**src/rtl/pq_head_ctrl.sv**
```systemverilog
// rtl/pq_head_ctrl.sv - host-side command initiator for the cell-array priority queue
// Serialises push/pop/drop/peek into the head cell, filtering illegal commands via an ID bitmap.
module pq_head_ctrl #(
  parameter int TW      = 4,
  parameter int PW      = 8,
  parameter int DEPTH   = 8,
  parameter int TIMEOUT = 64,
  localparam int CW     = $clog2(DEPTH + 1),
  localparam int TMW    = $clog2(TIMEOUT + 1)
) (
  input  logic          clk_i,
  input  logic          rst_i,
  input  logic          req_vld_i,
  output logic          req_rdy_o,
  input  logic [1:0]    req_op_i,
  input  logic [TW-1:0] req_id_i,
  input  logic [PW-1:0] req_prio_i,
  output logic          rsp_vld_o,
  input  logic          rsp_rdy_i,
  output logic          rsp_err_o,
  output logic [TW-1:0] rsp_id_o,
  output logic [PW-1:0] rsp_prio_o,
  output logic          push_o,
  output logic          pop_o,
  output logic          drop_o,
  output logic [TW-1:0] cmd_id_o,
  output logic [PW-1:0] cmd_prio_o,
  input  logic          push_vld_i,
  input  logic          pop_vld_i,
  input  logic          drop_vld_i,
  input  logic [TW-1:0] pop_id_i,
  input  logic [PW-1:0] pop_prio_i,
  input  logic          peek_vld_i,
  output logic [CW-1:0] count_o,
  output logic          full_o,
  output logic          empty_o
);

  typedef enum logic [1:0] {IDLE, ISSUE, WAIT, RESP} state_e;

  localparam logic [1:0] OP_PUSH = 2'b00;
  localparam logic [1:0] OP_POP  = 2'b01;
  localparam logic [1:0] OP_DROP = 2'b10;
  localparam logic [1:0] OP_PEEK = 2'b11;

  state_e              state_q, state_d;
  logic [1:0]          op_q, op_d;
  logic [TW-1:0]       id_q, id_d;
  logic [PW-1:0]       prio_q, prio_d;
  logic [2**TW-1:0]    bitmap_q, bitmap_d;
  logic [CW-1:0]       count_q, count_d;
  logic [TMW-1:0]      timer_q, timer_d;
  logic                rsp_err_q, rsp_err_d;
  logic [TW-1:0]       rsp_id_q, rsp_id_d;
  logic [PW-1:0]       rsp_prio_q, rsp_prio_d;
  logic                strobe_hit;

  assign full_o     = (count_q == CW'(DEPTH));
  assign empty_o    = (count_q == '0);
  assign count_o    = count_q;
  assign cmd_id_o   = id_q;
  assign cmd_prio_o = prio_q;
  assign rsp_err_o  = rsp_err_q;
  assign rsp_id_o   = rsp_id_q;
  assign rsp_prio_o = rsp_prio_q;

  // Strobes for any other op are ignored while waiting.
  assign strobe_hit = ((op_q == OP_PUSH) && push_vld_i) ||
                      ((op_q == OP_POP)  && pop_vld_i)  ||
                      ((op_q == OP_DROP) && drop_vld_i);

  always_comb begin
    state_d    = state_q;
    op_d       = op_q;
    id_d       = id_q;
    prio_d     = prio_q;
    bitmap_d   = bitmap_q;
    count_d    = count_q;
    timer_d    = timer_q;
    rsp_err_d  = rsp_err_q;
    rsp_id_d   = rsp_id_q;
    rsp_prio_d = rsp_prio_q;
    req_rdy_o  = 1'b0;
    rsp_vld_o  = 1'b0;
    push_o     = 1'b0;
    pop_o      = 1'b0;
    drop_o     = 1'b0;
    unique case (state_q)
      IDLE: begin
        req_rdy_o = 1'b1;
        if (req_vld_i) begin
          op_d       = req_op_i;
          id_d       = req_id_i;
          prio_d     = req_prio_i;
          rsp_err_d  = 1'b0;
          rsp_id_d   = '0;
          rsp_prio_d = '0;
          state_d    = ISSUE;
          unique case (req_op_i)
            OP_PUSH: if (req_id_i == '0 || bitmap_q[req_id_i] || full_o) begin
              rsp_err_d = 1'b1;
              state_d   = RESP;
            end
            OP_POP: if (empty_o) begin
              rsp_err_d = 1'b1;
              state_d   = RESP;
            end
            OP_DROP: if (req_id_i == '0 || !bitmap_q[req_id_i]) begin
              rsp_err_d = 1'b1;
              state_d   = RESP;
            end
            OP_PEEK: begin
              state_d   = RESP;
              rsp_err_d = !peek_vld_i;
              if (peek_vld_i) begin
                rsp_id_d   = pop_id_i;
                rsp_prio_d = pop_prio_i;
              end
            end
          endcase
        end
      end
      ISSUE: begin
        push_o  = (op_q == OP_PUSH);
        pop_o   = (op_q == OP_POP);
        drop_o  = (op_q == OP_DROP);
        timer_d = '0;
        state_d = WAIT;
      end
      WAIT: begin
        // A strobe coinciding with the final timer cycle still wins.
        if (strobe_hit) begin
          state_d   = RESP;
          rsp_err_d = 1'b0;
          unique case (op_q)
            OP_PUSH: begin
              bitmap_d[id_q] = 1'b1;
              count_d        = count_q + CW'(1);
            end
            OP_POP: begin
              bitmap_d[pop_id_i] = 1'b0;
              count_d            = count_q - CW'(1);
              rsp_id_d           = pop_id_i;
              rsp_prio_d         = pop_prio_i;
            end
            default: begin
              bitmap_d[id_q] = 1'b0;
              count_d        = count_q - CW'(1);
            end
          endcase
        end else if (timer_q == TMW'(TIMEOUT - 1)) begin
          state_d   = RESP;
          rsp_err_d = 1'b1;
        end else begin
          timer_d = timer_q + TMW'(1);
        end
      end
      RESP: begin
        rsp_vld_o = 1'b1;
        if (rsp_rdy_i) state_d = IDLE;
      end
    endcase
  end

  always_ff @(posedge clk_i) begin
    if (rst_i) begin
      state_q    <= IDLE;
      op_q       <= '0;
      id_q       <= '0;
      prio_q     <= '0;
      bitmap_q   <= '0;
      count_q    <= '0;
      timer_q    <= '0;
      rsp_err_q  <= 1'b0;
      rsp_id_q   <= '0;
      rsp_prio_q <= '0;
    end else begin
      state_q    <= state_d;
      op_q       <= op_d;
      id_q       <= id_d;
      prio_q     <= prio_d;
      bitmap_q   <= bitmap_d;
      count_q    <= count_d;
      timer_q    <= timer_d;
      rsp_err_q  <= rsp_err_d;
      rsp_id_q   <= rsp_id_d;
      rsp_prio_q <= rsp_prio_d;
    end
  end

endmodule
```
**config.mk**
```make
export PLATFORM = sky130hd
export DESIGN_NAME = pq_head_ctrl
export DESIGN_NICKNAME = d
export VERILOG_FILES = /design/src/rtl/pq_head_ctrl.sv
export SDC_FILE = /design/constraint.sdc
export NUM_CORES = 1
export LEC_CHECK = 0
export ABC_CLOCK_PERIOD_IN_PS = 5600
export CAP_MARGIN = 25
export CORE_ASPECT_RATIO = 0.7
export CORE_MARGIN = 4
export CORE_UTILIZATION = 35
export DETAILED_ROUTE_END_ITERATION = 8
export PLACE_DENSITY = 0.58
export REMOVE_ABC_BUFFERS = 1
export SYNTH_ARGS = -nofsm -noshare
export SYNTH_HDL_FRONTEND = slang
export SYNTH_SLANG_ARGS = --single-unit
```
**constraint.sdc**
```tcl
create_clock -name clk_i -period 5.6 [get_ports clk_i]
set_input_delay 1.12 -clock clk_i [delete_from_list [all_inputs] [get_ports clk_i]]
set_output_delay 1.12 -clock clk_i [all_outputs]
set_load 0.02 [all_outputs]
```
==> flow_summary_export.csv, run 1 <==
group,metric,value,unit
clock_tree,clockRootBuffer,"clkbuf_16",
run_status,run_status,"completed",
clock_tree,post_cts_resized,0,
cells_and_area,seq_area,1121,um2
placed_design,pre_cts_ws,1.769,ns
yosys,yosys_most_used_dff,"dfxtp_1",
clock_tree,clkSlewWorstSetupHoldPaths,0.07,ns
cells_and_area,diodes,0,
setup_path,path_cells,"nor2b_1 -> and2_1 -> clkdlybuf4s50_1",
cells_and_area,multi_input_area,1765,um2
timing,hold_viol_final,0,
timing,worstMarginPinSlew,0.7889,ns
min_path,hp-class,"reg2reg",
clock_tree,cts_tree,"done",
routing,antenna_left,0,
setup_path,rr_endpoint,"rsp_id_o[1]",
floorplan,coreArea,8443,um2
min_path,hold_start,"rsp_prio_o[0]",
yosys,yosys.area.top_type_share,0.3701,
setup_path,critPathTopFamily,"simple AND/OR/NAND/NOR gates",
yosys,synth-edff-count,0,
yosys,synth_cells,391,
setup_path,path_depth,3,
setup_path,cp.arrival,2.16,ns
cells_and_area,drive_gt1_frac,0.03363,
global_routing,grt_overflow,0,
floorplan,dieArea,10230,um2
global_routing,grt_max_degree,44,
pwr,vdd_ir_drop_max,0.0001186,V
global_routing,grt_first_pass_wirelength,15150,um
yosys,yosysTopAreaCell,"dfxtp_1",
setup_path,r2r-start,"state_q[0]",
floorplan,die_h,85.84,um
yosys,synth_area,3029,um2
setup_path,critPathLaunchType,"register",
floorplan,start_util,0.3588,
timing,skew,0.006918,ns
global_routing,antenna_found_initial,0,
clock_tree,holdBufCountCts,0,
setup_path,slowest_stage,"clkdlybuf4s50_1",
yosys,synthArstFlopShare,0,
placed_design,hpwlAfterDp,6805,um
setup_path,startpoint,"op_q[0]",
setup_path,critical_path_class,"reg2out",
timing,setup_viol,0,
min_path,holdPathStages,2,
yosys,avgSynthCellArea,7.747,um2
yosys,synthTopCellsByCount,"nand2_1 (64), dfxtp_1 (56), a21oi_1 (41)",
routing,postRouteWirelength,9355,um
timing,setup_ws,2.321,ns
global_routing,first_global_vias,3047,
clock_tree,cts_buffers,5,
floorplan,rows,28,
setup_path,crit_fanout,9,
clock_tree,h-tree-depth,2,
clock_tree,cts.path.max_buffers,2,
routing,drcViolationCount,0,
setup_path,cpPeakStageDelay,0.60,ns
timing,fin_crit_sh,0.5855,
pwr,powerDensity,347.9,nW/um2
routing,detail_route.iter0.violations,214,
cells_and_area,syn_to_final_growth,29.53,%
routing,via_count,3129,
job,drv_cap,0,
clock_tree,postCtsSetupRepairBufs,0,
clock_tree,clk_latency,0.30,ns
setup_path,cp_num_buf_inv,1,
timing,slew_headroom,0.4741,
placed_design,gp_congestion,0.9052,
timing,fmax,305.0,MHz
timing,rsz0062_at_grt,"no",
cells_and_area,instances_no_fill,566,
pwr,leakage,1.347,nW
setup_path,r2r_cells,7,
floorplan,die_w,119.2,um
yosys,synth-seq-cells,56,
timing,fin_tns_setup,0,ns
routing,drtPass1Iterations,5,
routing,wl_per_cell,16.53,um
placed_design,port_buffers,69,
floorplan,ioPinCount,70,
setup_path,cp_data_required_time,4.48,ns
placed_design,placed_cells,558,
timing,slew_violations,0,
routing,via_per_inst,5.528,
min_path,worstHoldEndpoint,"rsp_prio_o[0]",
setup_path,cp-end-kind,"output port",
clock_tree,cts_sinks,56,
yosys,ys_top_cells_by_area,"dfxtp_1 (37%), nand2_1 (7.9%), a21oi_1 (6.8%), a31oi_1 (4.1%), nand3_1 (3.8%)",
yosys,yosysSeqAreaShare,0.3701,
cells_and_area,final_nets,488,
yosys,yosysWarnings,0,
timing,fin_crit,3.279,ns
setup_path,r2r_slack,3.07,ns
global_routing,gr-usage-all-layers,0.1822,
yosys,ys_types,49,
cells_and_area,fillCellCount,843,
yosys,yosysMostFrequentCell,"nand2_1",
[how the worst max path moves through the flow]
stage / to / slack [ns]
final: pop_o / 2.32
after global routing: pop_o / 2.14
after CTS: bitmap_q[2] / 2.09
after detailed placement: bitmap_q[0] / 1.77
after global placement: bitmap_q[2] / 1.91
after floorplan: bitmap_q[2] / 2.74
[power breakdown]
| part | switching [mW] | total, mW | internal, mW |
|---|---|---|---|
| clock network | 0.149 | 0.312 | 0.163 |
| registers | 0.0477 | 0.493 | 0.445 |
| logic | 0.345 | 0.560 | 0.216 |
| total | 0.541 | 1.36 | 0.824 |
[flip-flops by register name, summed over array words and instances (netlist names)]
register    cells
bitmap_q       16
cmd_prio_o      8
rsp_prio_o      8
timer_q         7
cmd_id_o        4
count_o         4
rsp_id_o        4
op_q            2
state_q         2
rsp_err_o       1
[cell usage in the layout (no fill, tap or decap), types with 6 or more instances in the layout]
cell type | Yosys | layout
a31oi_1 | 20 | 20
a211oi_1 | 6 | 6
nand4_1 | 14 | 14
nand3_1 | 23 | 23
nor3_1 | 17 | 17
nor2b_1 | 13 | 13
clkdlybuf4s50_1 | 0 | 68
mux2i_1 | 6 | 6
nand2_1 | 64 | 64
dfxtp_1 | 56 | 56
nor2_1 | 17 | 17
inv_1 | 8 | 8
ha_1 | 7 | 7
a21oi_1 | 41 | 41
o21ai_0 | 14 | 14
and2_1 | 7 | 7
[tightest hold or removal path, stage by stage, from the launching register on]
cell and delay [ns]:
dfxtp_1 0.31, nand2_1 0.05, a21oi_1 0.05
[layer usage]
layer | track usage | share of wire | vias to the layer above
li1 | - | - | 1527
met1 | 0.2456 | 0.46 | 1446
met2 | 0.2742 | 0.42 | 144
met3 | 0.07581 | 0.11 | 12
met4 | 0.03785 | 0.0097 | 0
met5 | 0 | 0 | -
[metrics by stage]
stage                     power (mW)  cell area (um2)  hold WS [ns]    util
after floorplan               0.8143             2917        0.4386       -
after global placement         1.050             3767        0.4373  0.4462
after detailed placement       1.057             3779        0.4453  0.4475
after CTS                      1.371             3916        0.4546  0.4638
after global routing           1.454             3924        0.4728  0.4647
final                          1.365             3924        0.4527  0.4647
[final cells by class]
class | instances | share of cell area
sequential | 56 | 0.2857
clock buffer | 5 | 0.03189
timing repair buffer | 73 | 0.1834
inverter | 8 | 0.007653
tap | 120 | 0.03827
multi-input combinational | 302 | 0.4499
clock inverter | 2 | 0.003189
[logic make-up after synthesis]
kind of cell,share of synthesized area
AOI/OAI and AO/OA,0.2045
and+or+nand+nor,0.2933
DFF,0.3701
muxes,0.04089
adders and majority gates,0.03552
xor gates and xnor gates,0.008676
buffers and inverters,0.04709
Note: power is estimated with default switching activity, not from simulation.
==> inputs of run 2 (changes only) <==
Settings changed: ABC_CLOCK_PERIOD_IN_PS 5600 to 3240.
Clock period 5.6 ns to 3.24 ns, I/O delays scaled along.
==> flow_summary_export.csv, run 2 (same netlist as run 1, synthesis figures left out) <==
group,metric,value,unit
placed_design,pre_cts_ws,0.3970,ns
cells_and_area,final_nets,493,
timing,worstMarginPinSlew,0.6877,ns
pwr,finalPower,2.461,mW
cells_and_area,instances_no_fill,572,
run_status,run_status,"completed",
routing,postRouteWirelength,9258,um
clock_tree,clkSlewWorstSetupHoldPaths,0.07,ns
timing,skew,0.004078,ns
timing,fin_crit_sh,0.8096,
placed_design,port_buffers,69,
cells_and_area,diodes,0,
setup_path,cp.arrival,1.98,ns
timing,setup_viol,0,
floorplan,start_util,0.3588,
global_routing,grt_overflow,0,
job,drv_cap,0,
pwr,vdd_ir_drop_max,0.0002854,V
setup_path,rr_endpoint,"count_o[3]",
routing,via_count,3165,
floorplan,coreArea,8443,um2
timing,hold_viol_final,0,
cells_and_area,regMostFlops,"bitmap_q",
placed_design,gp_congestion,0.9204,
setup_path,cp-end-kind,"output port",
setup_path,r2r-start,"op_q[1]",
setup_path,r2r_slack,0.91,ns
global_routing,gr-usage-all-layers,0.1827,
global_routing,grt_max_degree,39,
routing,drtPass1Iterations,5,
routing,drcViolationCount,0,
clock_tree,clk_latency,0.29,ns
clock_tree,postCtsSetupRepairBufs,0,
placed_design,hpwlAfterDp,6840,um
timing,slew_violations,0,
cells_and_area,syn_to_final_growth,31.64,%
clock_tree,cts.path.max_buffers,2,
routing,wl_per_cell,16.19,um
setup_path,critical_path_class,"reg2out",
cells_and_area,final_area,3988,um2
clock_tree,cts_sinks,56,
global_routing,grt_first_pass_wirelength,15300,um
clock_tree,holdBufCountCts,0,
routing,antenna_left,0,
global_routing,antenna_found_initial,0,
timing,fin_crit,2.623,ns
setup_path,critPathLaunchType,"register",
timing,slew_headroom,0.5406,
setup_path,r2r_cells,8,
clock_tree,h-tree-depth,2,
floorplan,die_w,119.2,um
timing,setup_ws,0.6168,ns
floorplan,die_h,85.84,um
placed_design,placed_cells,564,
clock_tree,post_cts_resized,0,
global_routing,first_global_vias,3010,
clock_tree,cts_buffers,5,
timing,rsz0062_at_grt,"no",
min_path,holdPathStages,2,
min_path,hold_start,"cmd_prio_o[2]",
cells_and_area,fillCellCount,860,
timing,fmax,381.2,MHz
clock_tree,clockRootBuffer,"clkbuf_16",
pwr,powerDensity,617.1,nW/um2
cells_and_area,mostFrequentLayoutCells,"clkdlybuf4s50_1 (68), nand2_1 (64), dfxtp_1 (56)",
timing,fin_tns_setup,0,ns
min_path,hp-class,"reg2reg",
pwr,leakage,1.388,nW
min_path,worstHoldEndpoint,"cmd_prio_o[2]",
clock_tree,cts_tree,"done",
cells_and_area,fin_util,0.4723,
cells_and_area,largest_reg_flops,16,
placed_design,dpl_cell_area,3820,um2
routing,via_per_inst,5.533,
timing,hold_slack,0.4546,ns
setup_path,crit_fanout,6,
floorplan,dieArea,10230,um2
floorplan,ioPinCount,70,
routing,detail_route.iter0.violations,209,
cells_and_area,final_common_cell,"clkdlybuf4s50_1",
cells_and_area,drive_gt1_frac,0.04425,
setup_path,cp_data_required_time,2.59,ns
floorplan,rows,28,
-- run 2: area by class of cell --
class,count,area (um2),area share
sequential,56,1121,0.2811
timing repair buffer,78,753.2,0.1889
tap,120,150.1,0.03765
clock buffer,6,128.9,0.03232
multi-input combinational,302,1765,0.4427
inverter,8,30.03,0.007531
clock inverter,2,38.79,0.009727
-- run 2: worst max path at each step --
stage                      startpoint  cells past startpoint          end
after floorplan             pop_vld_i                      5  bitmap_q[2]
after global placement    req_id_i[0]                      6   state_q[1]
after detailed placement  req_id_i[0]                      6   state_q[1]
after CTS                  count_o[0]                      2       full_o
after global routing       count_o[0]                      2       full_o
final                      count_o[0]                      2       full_o
-- run 2: where the power goes --
group	switching, mW	total (mW)	internal, mW
logic	0.597	0.981	0.384
registers	0.0832	0.852	0.769
clock network	0.259	0.628	0.369
-- run 2: critical path: stages (launching register included) --
cell             delay [ns]
dfxtp_1                0.38
nor4b_1                0.58
clkdlybuf4s50_1        0.72
-- run 2: layer usage --
| layer | up-vias | GRT usage | share of wire |
|---|---|---|---|
| met5 | - | 0 | 0 |
| met4 | 0 | 0.04101 | 0.0067 |
| met3 | 4 | 0.05142 | 0.089 |
| met2 | 132 | 0.2763 | 0.42 |
| met1 | 1491 | 0.2592 | 0.48 |
| li1 | 1538 | - | - |
==> inputs of run 3 (changes only) <==
Settings changed: ABC_CLOCK_PERIOD_IN_PS 3240 to 2630.
Clock period 3.24 ns to 2.63 ns, I/O delays scaled along.
==> flow_summary_export.csv, run 3 (same netlist as run 1, synthesis figures left out) <==
group,metric,value,unit
run_status,run_status,"completed",
cells_and_area,diodes,0,
placed_design,port_buffers,69,
global_routing,gr-usage-all-layers,0.1849,
cells_and_area,final_nets,499,
clock_tree,clkSlewWorstSetupHoldPaths,0.07,ns
cells_and_area,mostFrequentLayoutCells,"clkdlybuf4s50_1 (68), nand2_1 (64), dfxtp_1 (56)",
global_routing,antenna_found_initial,0,
floorplan,start_util,0.3588,
setup_path,cp_data_required_time,2.10,ns
floorplan,ioPinCount,70,
setup_path,critical_path_class,"reg2out",
timing,fin_crit,2.418,ns
cells_and_area,largest_reg_flops,16,
pwr,netSwitchingPower,1.162,mW
timing,rsz0062_at_grt,"no",
pwr,vdd_ir_drop_max,0.0002937,V
timing,skew,0.004107,ns
timing,worstMarginPinSlew,0.6910,ns
floorplan,die_w,119.2,um
pwr,swShare,0.3884,
setup_path,critPathTopFamily,"buffers and inverters",
global_routing,first_global_vias,2999,
cells_and_area,drive_gt1_frac,0.06114,
setup_path,path_cells,"nor4_1 -> clkdlybuf4s50_1",
timing,slew_violations,0,
floorplan,die_h,85.84,um
timing,hold_viol_final,0,
pwr,p_clk_frac,0.234,
global_routing,grt_max_degree,30,
clock_tree,postCtsSetupRepairBufs,0,
pwr,p_comb_frac,0.414,
clock_tree,cts_buffers,5,
setup_path,cpPeakStageDelay,0.71,ns
clock_tree,clk_latency,0.30,ns
routing,wl_per_cell,16.01,um
placed_design,gp_congestion,0.8944,
cells_and_area,regMostFlops,"bitmap_q",
clock_tree,cts.path.max_buffers,2,
timing,slew_headroom,0.5373,
cells_and_area,fillCellCount,846,
pwr,power.internal,1.829,mW
pwr,leakage,1.415,nW
timing,fmax,413.6,MHz
global_routing,grt_overflow,0,
clock_tree,h-tree-depth,2,
pwr,powerDensity,743.4,nW/um2
setup_path,slowest_stage,"clkdlybuf4s50_1",
routing,drcViolationCount,0,
cells_and_area,syn_to_final_growth,32.84,%
setup_path,cp-end-kind,"output port",
timing,fin_crit_sh,0.9192,
floorplan,dieArea,10230,um2
routing,via_count,3085,
placed_design,placed_cells,570,
setup_path,cp.arrival,1.89,ns
placed_design,hpwlAfterDp,6848,um
routing,postRouteWirelength,9254,um
min_path,hp-class,"reg2reg",
clock_tree,cts_tree,"done",
floorplan,rows,28,
timing,fin_tns_setup,0,ns
routing,drtPass1Iterations,5,
setup_path,cp_num_buf_inv,1,
clock_tree,cts_sinks,56,
routing,via_per_inst,5.337,
cells_and_area,final_common_cell,"clkdlybuf4s50_1",
job,drv_cap,0,
cells_and_area,instances_no_fill,578,
routing,detail_route.iter0.violations,166,
routing,antenna_left,0,
setup_path,critPathLaunchType,"register",
floorplan,coreArea,8443,um2
clock_tree,clockRootBuffer,"clkbuf_16",
pwr,finalPower,2.991,mW
pwr,p_seq_frac,0.352,
setup_path,crit_fanout,6,
timing,setup_viol,0,
global_routing,grt_first_pass_wirelength,15280,um
==> run 3: routing by layer <==
layer,share of wire,up-vias,GRT usage
li1,-,1547,-
met2,0.40,107,0.2629
met3,0.094,10,0.06460
met4,0.013,0,0.05468
met5,0,-,0
met1,0.49,1421,0.2630
==> run 3: timing repair <==
item                                    CTS  global route
hold buffers                              0             0
endpoints found under the setup margin    0             1
resized for setup                         0             1
==> run 3: power groups by stage <==
stage / logic, mW / registers, mW / clock network [mW]
2_1_floorplan: 0.597 / 1.14 / 0
4_1_cts: 1.24 / 1.05 / 0.717
5_1_grt: 1.36 / 1.07 / 0.751
3_5_place_dp: 1.23 / 1.07 / 0
3_3_place_gp: 1.23 / 1.07 / 0
6_report: 1.24 / 1.05 / 0.699
==> run 3: path summary, 6_finish.rpt <==
kind | depth (start not counted) | startpoint | end | slack [ns]
setup / recovery | 2 | count_o[0] | empty_o | 0.21
setup reg to reg | 8 | op_q[1] | count_o[3] | 0.46
hold / removal | 2 | rsp_prio_o[4] | rsp_prio_o[4] | 0.45
hold reg to reg | 2 | rsp_prio_o[4] | rsp_prio_o[4] | 0.45
==> run 3: tightest hold or removal path, delay by kind of cell, from the launching register on <==
family,cells,cell delay [ns]
compound gates,1,0.05
flops,1,0.31
simple gates,1,0.05
==> run 3: layout make-up <==
class                      instances  area, um2  area share
clock inverter                     2      13.76    0.003420
multi-input combinational        302       1772      0.4403
clock buffer                       6      138.9     0.03451
tap                              120      150.1     0.03731
inverter                           8      30.03    0.007463
sequential                        56       1121      0.2786
timing repair buffer              84      798.3      0.1984
==> run 3: stage by stage <==
| stage | hold WS [ns] | setup slack [ns] | util | instance area, um2 |
|---|---|---|---|---|
| after floorplan | 0.4386 | 0.2481 | - | 2917 |
| after global placement | 0.4371 | 0.05810 | 0.4578 | 3865 |
| after detailed placement | 0.4457 | 0.04852 | 0.4578 | 3865 |
| after CTS | 0.4529 | 0.1274 | 0.4758 | 4018 |
| after global routing | 0.4768 | 0.06114 | 0.4766 | 4024 |
| final | 0.4516 | 0.2125 | 0.4766 | 4024 |
